## src/rtl/pam_pulse_gen.sv

```systemverilog
// -----------------------------------------------------------------------------
// pam_pulse_gen
//
// PAM transmitter. Emits a periodic train of triangular pulses. Each pulse
// takes its peak amplitude from one sample of a valid/ready stream. Per-frame
// start and peak markers let downstream timing logic line the generated pulses
// up with measured period and phase.
//
// Frame of P cycles, half-width H, amplitude a. Sample t of the frame is:
//   s(t) = a*t        for 0 <= t <= H
//   s(t) = a*(2H-t)   for H < t <= 2H
//   s(t) = 0          for 2H < t < P
// s(t) appears on sample_out at cycle F+1+t, where F is the frame-start cycle.
//
// Ports:
//   clk         system clock, rising edge
//   rst_n       asynchronous active-low reset
//   enable      run request; sampled in IDLE and on the last cycle of a frame
//   period      frame length P in cycles, latched at frame start
//   half_width  pulse half-width H in cycles, latched at frame start
//   amp_valid   amplitude sample available
//   amp         unsigned pulse amplitude
//   amp_ready   amp is consumed this cycle (frame-start cycle only)
//   sample_out  registered pulse sample
//   frame_start one-cycle marker on s(0)
//   peak_mark   one-cycle marker on the peak sample s(H)
//   busy        a frame is in progress
//   underrun    sticky: a frame started without a valid amplitude
//   cfg_err     one-cycle marker on s(0) of a frame with illegal P/H
// -----------------------------------------------------------------------------
module pam_pulse_gen #(
  parameter int DW = 16,
  parameter int PW = 21,
  parameter int HW = 10
) (
  input  logic             clk,
  input  logic             rst_n,
  input  logic             enable,
  input  logic [PW-1:0]    period,
  input  logic [HW-1:0]    half_width,
  input  logic             amp_valid,
  input  logic [DW-1:0]    amp,
  output logic             amp_ready,
  output logic [DW+HW-1:0] sample_out,
  output logic             frame_start,
  output logic             peak_mark,
  output logic             busy,
  output logic             underrun,
  output logic             cfg_err
);

  localparam int SW = DW + HW;

  localparam logic [0:0] ST_IDLE = 1'b0;
  localparam logic [0:0] ST_RUN  = 1'b1;

  logic [0:0]    state;
  logic [PW-1:0] t_cnt;     // index of the sample currently on sample_out
  logic [PW-1:0] p_last;    // latched max(P,1) - 1
  logic [HW-1:0] h_lat;
  logic [DW-1:0] a_lat;
  logic          cfg_bad;   // latched illegal-config flag for the current frame
  logic [SW-1:0] sample_q;
  logic          frame_start_q;
  logic          peak_mark_q;
  logic          underrun_q;
  logic          cfg_err_q;

  // Frame start happens either from IDLE or on the last sample of a running
  // frame, so consecutive frames leave no gap cycle.
  logic frame_go;
  assign frame_go = enable & ((state == ST_IDLE) | (t_cnt == p_last));

  // Without the rst_n term, amp_ready would be high during reset whenever
  // enable is high, because reset forces the state to IDLE.
  assign amp_ready = rst_n & frame_go;

  // Configuration check on the values about to be latched. 2H+1 is formed by
  // appending a 1 below H, then zero-extended to the counter width.
  logic [PW-1:0] min_period;
  logic          cfg_bad_in;
  logic [PW-1:0] p_last_in;

  assign min_period = PW'({half_width, 1'b1});
  assign cfg_bad_in = (half_width == '0) || (period < min_period);
  // P == 0 runs as a one-cycle frame.
  assign p_last_in  = (period == '0) ? '0 : period - PW'(1);

  // Next-sample generation by accumulate/decrement. No multiplier is needed.
  // The peak a*H fits in SW bits, so the accumulator never wraps.
  logic [PW-1:0] t_next;
  logic [PW-1:0] h_ext;
  logic [PW-1:0] two_h;
  logic [SW-1:0] sample_next;
  logic          peak_next;

  assign t_next = t_cnt + PW'(1);
  assign h_ext  = PW'(h_lat);
  assign two_h  = PW'({h_lat, 1'b0});

  // NOTE: every always_comb output gets a default first, so no path can leave
  // it unassigned and infer a latch.
  always_comb begin
    sample_next = '0;
    if (!cfg_bad) begin
      if (t_cnt < h_ext)      sample_next = sample_q + SW'(a_lat);
      else if (t_cnt < two_h) sample_next = sample_q - SW'(a_lat);
    end
  end

  assign peak_next = !cfg_bad && (t_next == h_ext);

  // NOTE: sequential state uses non-blocking assignments only. All registers
  // in a block then update together at the edge, independent of the order of
  // the statements.
  always_ff @(posedge clk or negedge rst_n) begin
    if (!rst_n) begin
      state         <= ST_IDLE;
      t_cnt         <= '0;
      p_last        <= '0;
      h_lat         <= '0;
      a_lat         <= '0;
      cfg_bad       <= 1'b0;
      sample_q      <= '0;
      frame_start_q <= 1'b0;
      peak_mark_q   <= 1'b0;
      underrun_q    <= 1'b0;
      cfg_err_q     <= 1'b0;
    end else begin
      frame_start_q <= 1'b0;
      peak_mark_q   <= 1'b0;
      cfg_err_q     <= 1'b0;

      if (frame_go) begin
        // Frame-start cycle F: consume amp and latch the whole frame config.
        state         <= ST_RUN;
        t_cnt         <= '0;
        p_last        <= p_last_in;
        h_lat         <= half_width;
        a_lat         <= amp_valid ? amp : '0;
        cfg_bad       <= cfg_bad_in;
        sample_q      <= '0;
        frame_start_q <= 1'b1;
        cfg_err_q     <= cfg_bad_in;
        if (!amp_valid) underrun_q <= 1'b1;
      end else if (state == ST_RUN) begin
        if (t_cnt == p_last) begin
          // Last sample shown and enable is low: return to IDLE.
          state    <= ST_IDLE;
          t_cnt    <= '0;
          sample_q <= '0;
        end else begin
          t_cnt       <= t_next;
          sample_q    <= sample_next;
          peak_mark_q <= peak_next;
        end
      end
    end
  end

  assign sample_out  = sample_q;
  assign frame_start = frame_start_q;
  assign peak_mark   = peak_mark_q;
  assign busy        = (state == ST_RUN);
  assign underrun    = underrun_q;
  assign cfg_err     = cfg_err_q;

endmodule
```

## config.mk

```make
export PLATFORM = sky130hd
export DESIGN_NAME = pam_pulse_gen
export DESIGN_NICKNAME = d
export VERILOG_FILES = /design/src/rtl/pam_pulse_gen.sv
export SDC_FILE = /design/constraint.sdc
export NUM_CORES = 1
export LEC_CHECK = 0
export BUFFER_PORTS_ARGS = -buffer_cell sky130_fd_sc_hd__buf_2
export CORE_MARGIN = 2
export CORE_UTILIZATION = 39
export CTS_BUF_LIST = sky130_fd_sc_hd__clkbuf_8 sky130_fd_sc_hd__clkbuf_16
export CTS_CLUSTER_DIAMETER = 40
export DETAILED_ROUTE_END_ITERATION = 16
export SETUP_SLACK_MARGIN = 0.1
export SLEW_MARGIN = 0
export SYNTH_ARGS = -nofsm -noshare
export SYNTH_HDL_FRONTEND = slang
export SYNTH_SLANG_ARGS = --single-unit
export TNS_END_PERCENT = 100
```

## constraint.sdc

```tcl
create_clock -name clk -period 3.21 [get_ports clk]
set_input_delay 0.642 -clock clk [delete_from_list [all_inputs] [get_ports clk]]
set_output_delay 0.642 -clock clk [all_outputs]
set_load 0.01 [all_outputs]
```

==> results.cfg <==
[clock_tree]
ctsHoldBuffers = 0
clk_latency_ps = 360
clock_sinks = 100
htreeDepth = 3
cts-root-buf = clkbuf_16
cts_buffers = 9
cts_tree = built
clkTransAtPathRegs_ps = 80
clk_path_buf_depth = 2

[final_layout]
nets = 1084
final_cells = 1238
design_area_mm2 = 0.00863
multi_input_area_mm2 = 0.00466
register_area_mm2 = 0.00250
layout-area-overhead-vs-synth_pct = 13.0
fill_cells = 1975
insertedDiodeCount = 0
drive_above_1_share = 0.162

[drt]
wl_per_cell_um = 16.5
antenna_left = 0
drt_wl_total_mm = 20.4
vias = 6816
drt-pass1-iter-count = 6
drc = 0
viasPerCell = 5.51
first_iter_violations = 577

[setup_path]
start_kind = flip-flop
reg2reg_depth = 12
max_stage_delay_ps = 420
cp_num_buf_inv = 2
rrSetupSlack_ps = 310
cp.arrival_ps = 2360
rr_startpoint = sample_out[0]
path_common_cell = nand4_1
cp.required_ps = 2570
rr_endpoint = sample_out[20]
cp_slowest_cell = dfrtp_1
critPathKind = reg -> out
cp_max_fo = 7
worstPathCellList = buf_4 -> xnor2_1 -> nand4_1 -> nor4_1 -> nand4_1 -> nand2_2 -> and3_1 -> buf_2
end_kind = output pin
path_delay_family = simple AND/OR/NAND/NOR gates

[power]
p_sw_mw = 2.61
total_power_mw = 5.98
pwr-share-clk = 0.183
swShare = 0.437
combPwrFrac = 0.504
p_per_area_mw_per_mm2 = 693
irDropWorstVdd_uv = 320
p_seq_frac = 0.313
intPower_mw = 3.37
total_leakage_power_nw = 3.82

[logic_synthesis]
postSynthAreaPerCell_um2 = 8.44
synth_edf_count = 0
synthCells = 905
yosysSeqAreaShare = 0.328
ys_warn_count = 0
synth_cell_types = 69
syn-num-nets = 1021
ys_async_sr_fraction = 1.00
ys_seq_elements = 100
synth_ff_type = dfrtp_1
synth_area_mm2 = 0.00764

[sta]
setup_viol = 0
rsz0062_at_grt = yes
final-hold-violation-count = 0
finalCriticalPeriod_ps = 3000
skew_ps = 11.0
slew_violations = 0
timing.final.crit_share = 0.934
tns_ps = 0
worstMarginPinSlew_ps = 649
slew_headroom = 0.563
max_freq_mhz = 334

[die]
rows = 51
start_util = 0.395
die_w_um = 144
die_h_um = 144
core-area_mm2 = 0.0193
io_pins = 83
dieArea_mm2 = 0.0207

[global_route]
grtUsageMet3 = 0.0217
grt_pass1_vias = 6377
grt_usage = 0.203
grtUsageMet2 = 0.316
grt.busiest_layer = met2
grt_max_degree = 48
antenna_found_initial = 0
use_met1 = 0.300
grt_first_pass_wirelength_mm = 33.4
overflow = 0

[outcome]
outcome = completed

[placement]
dpl_cell_area_mm2 = 0.00832
place_hpwl_mm = 15.3
dp_cells = 1221
port-buffer-count = 82
gp_congestion = 0.896

[hold_path]
hold_class = in -> async

[job]
max_cap_viol_count = 0
per-layer routing:
metal  vias up  wire length, µm
met5         -                0
met4         0              340
met3        25              900
met2       188             9000
met1      3229            10200
li1       3374                -
cells in the final DEF (no fill, tap or decap), drive strengths merged, types with 10 or more instances in the layout:
master,synthesis,routed
buf,28,107
o21ai,103,103
dfrtp,100,100
nand2,86,86
ha,63,63
inv,60,63
nand3,53,53
a21oi,50,50
nor2,49,49
xnor2,48,48
o31ai,22,22
and3,19,19
xor2,18,18
nor3,17,17
nand4,12,12
nor4,12,12
a21o,10,10
timing repair:
item / CTS / global route
gates resized for setup: 0 / 4
buffers inserted: 0 / 1
setup endpoints to repair: 0 / 8
registers in the layout, summed over array words and instances (netlist names):
name,count
underrun,1
p_last,21
busy,1
frame_start,1
sample_out,26
a_lat,16
t_cnt,21
cfg_bad,1
cfg_err,1
h_lat,10
peak_mark,1
power groups by stage:
stage / combinational, mW / sequential [mW] / clock, mW
floorplan: 2.14 / 1.85 / 0
global placement: 2.96 / 1.89 / 0
detailed placement: 2.97 / 1.90 / 0
CTS: 2.99 / 1.87 / 1.10
global route: 3.40 / 1.92 / 1.14
finish: 3.01 / 1.87 / 1.09
how the worst max path moves through the flow:
stage	to	depth (start not counted)	start
after floorplan	amp_ready	9	t_cnt[4]
after global placement	sample_out[20]	12	sample_out[0]
after detailed placement	sample_out[20]	12	sample_out[0]
after CTS	amp_ready	8	t_cnt[3]
after global routing	sample_out[20]	12	sample_out[0]
final	amp_ready	8	t_cnt[3]
synthesized netlist by cell type, types with 4 or more instances:
cell	count	area [µm²]
nor4_1	9	56.3
inv_1	59	221
nor2b_1	9	56.3
or4_1	5	37.5
o21ai_0	96	480
o21ai_1	6	30.0
a211o_1	9	78.8
a31oi_1	9	56.3
nand2_1	82	308
ha_1	63	788
nand4_1	12	75.1
buf_2	23	115
nand2b_1	5	31.3
and3_1	19	119
clkbuf_1	26	97.6
xnor2_1	48	420
nand3_1	53	265
nor3_1	16	80.1
buf_6	5	56.3
nor2_1	48	180
o41ai_1	4	35.0
a22o_1	4	35.0
xor2_1	18	158
o211ai_1	8	60.1
a21o_1	10	75.1
o22ai_1	4	25.0
a2111oi_0	4	35.0
o21bai_1	4	30.0
dfrtp_1	100	2500
a21oi_1	49	245
o31ai_1	20	150
o21a_1	4	30.0
or3_1	7	43.8
nand2_2	4	25.0
or2_2	4	25.0
a211oi_1	5	37.5
cell families (layout without fill, tap and decap cells):
group | Yosys count | after routing | share of synthesized area
and+or+nand+nor | 289 | 289 | 0.192
AOI/OAI and AO/OA | 267 | 267 | 0.227
DFF | 100 | 100 | 0.328
adders and majority gates | 65 | 65 | 0.108
muxes | 3 | 3 | 0.00393
buffers and inverters | 115 | 183 | 0.0654
xor gates and xnor gates | 66 | 66 | 0.0757
area by class of cell:
type	count	share of cell area
clock buffer	9	0.0261
clock inverter	7	0.00682
inverter	60	0.0261
multi-input combinational	690	0.540
sequential	100	0.290
tap	265	0.0384
timing repair buffer	107	0.0725
through the flow:
stage	hold WS [ps]	setup slack (ps)	util
6_report	107	212	0.446
5_1_grt	117	50.8	0.446
4_1_cts	109	119	0.445
3_5_place_dp	494	185	0.430
3_3_place_gp	477	251	0.430
2_1_floorplan	346	521	-
Power figures use the tool's default switching activity.
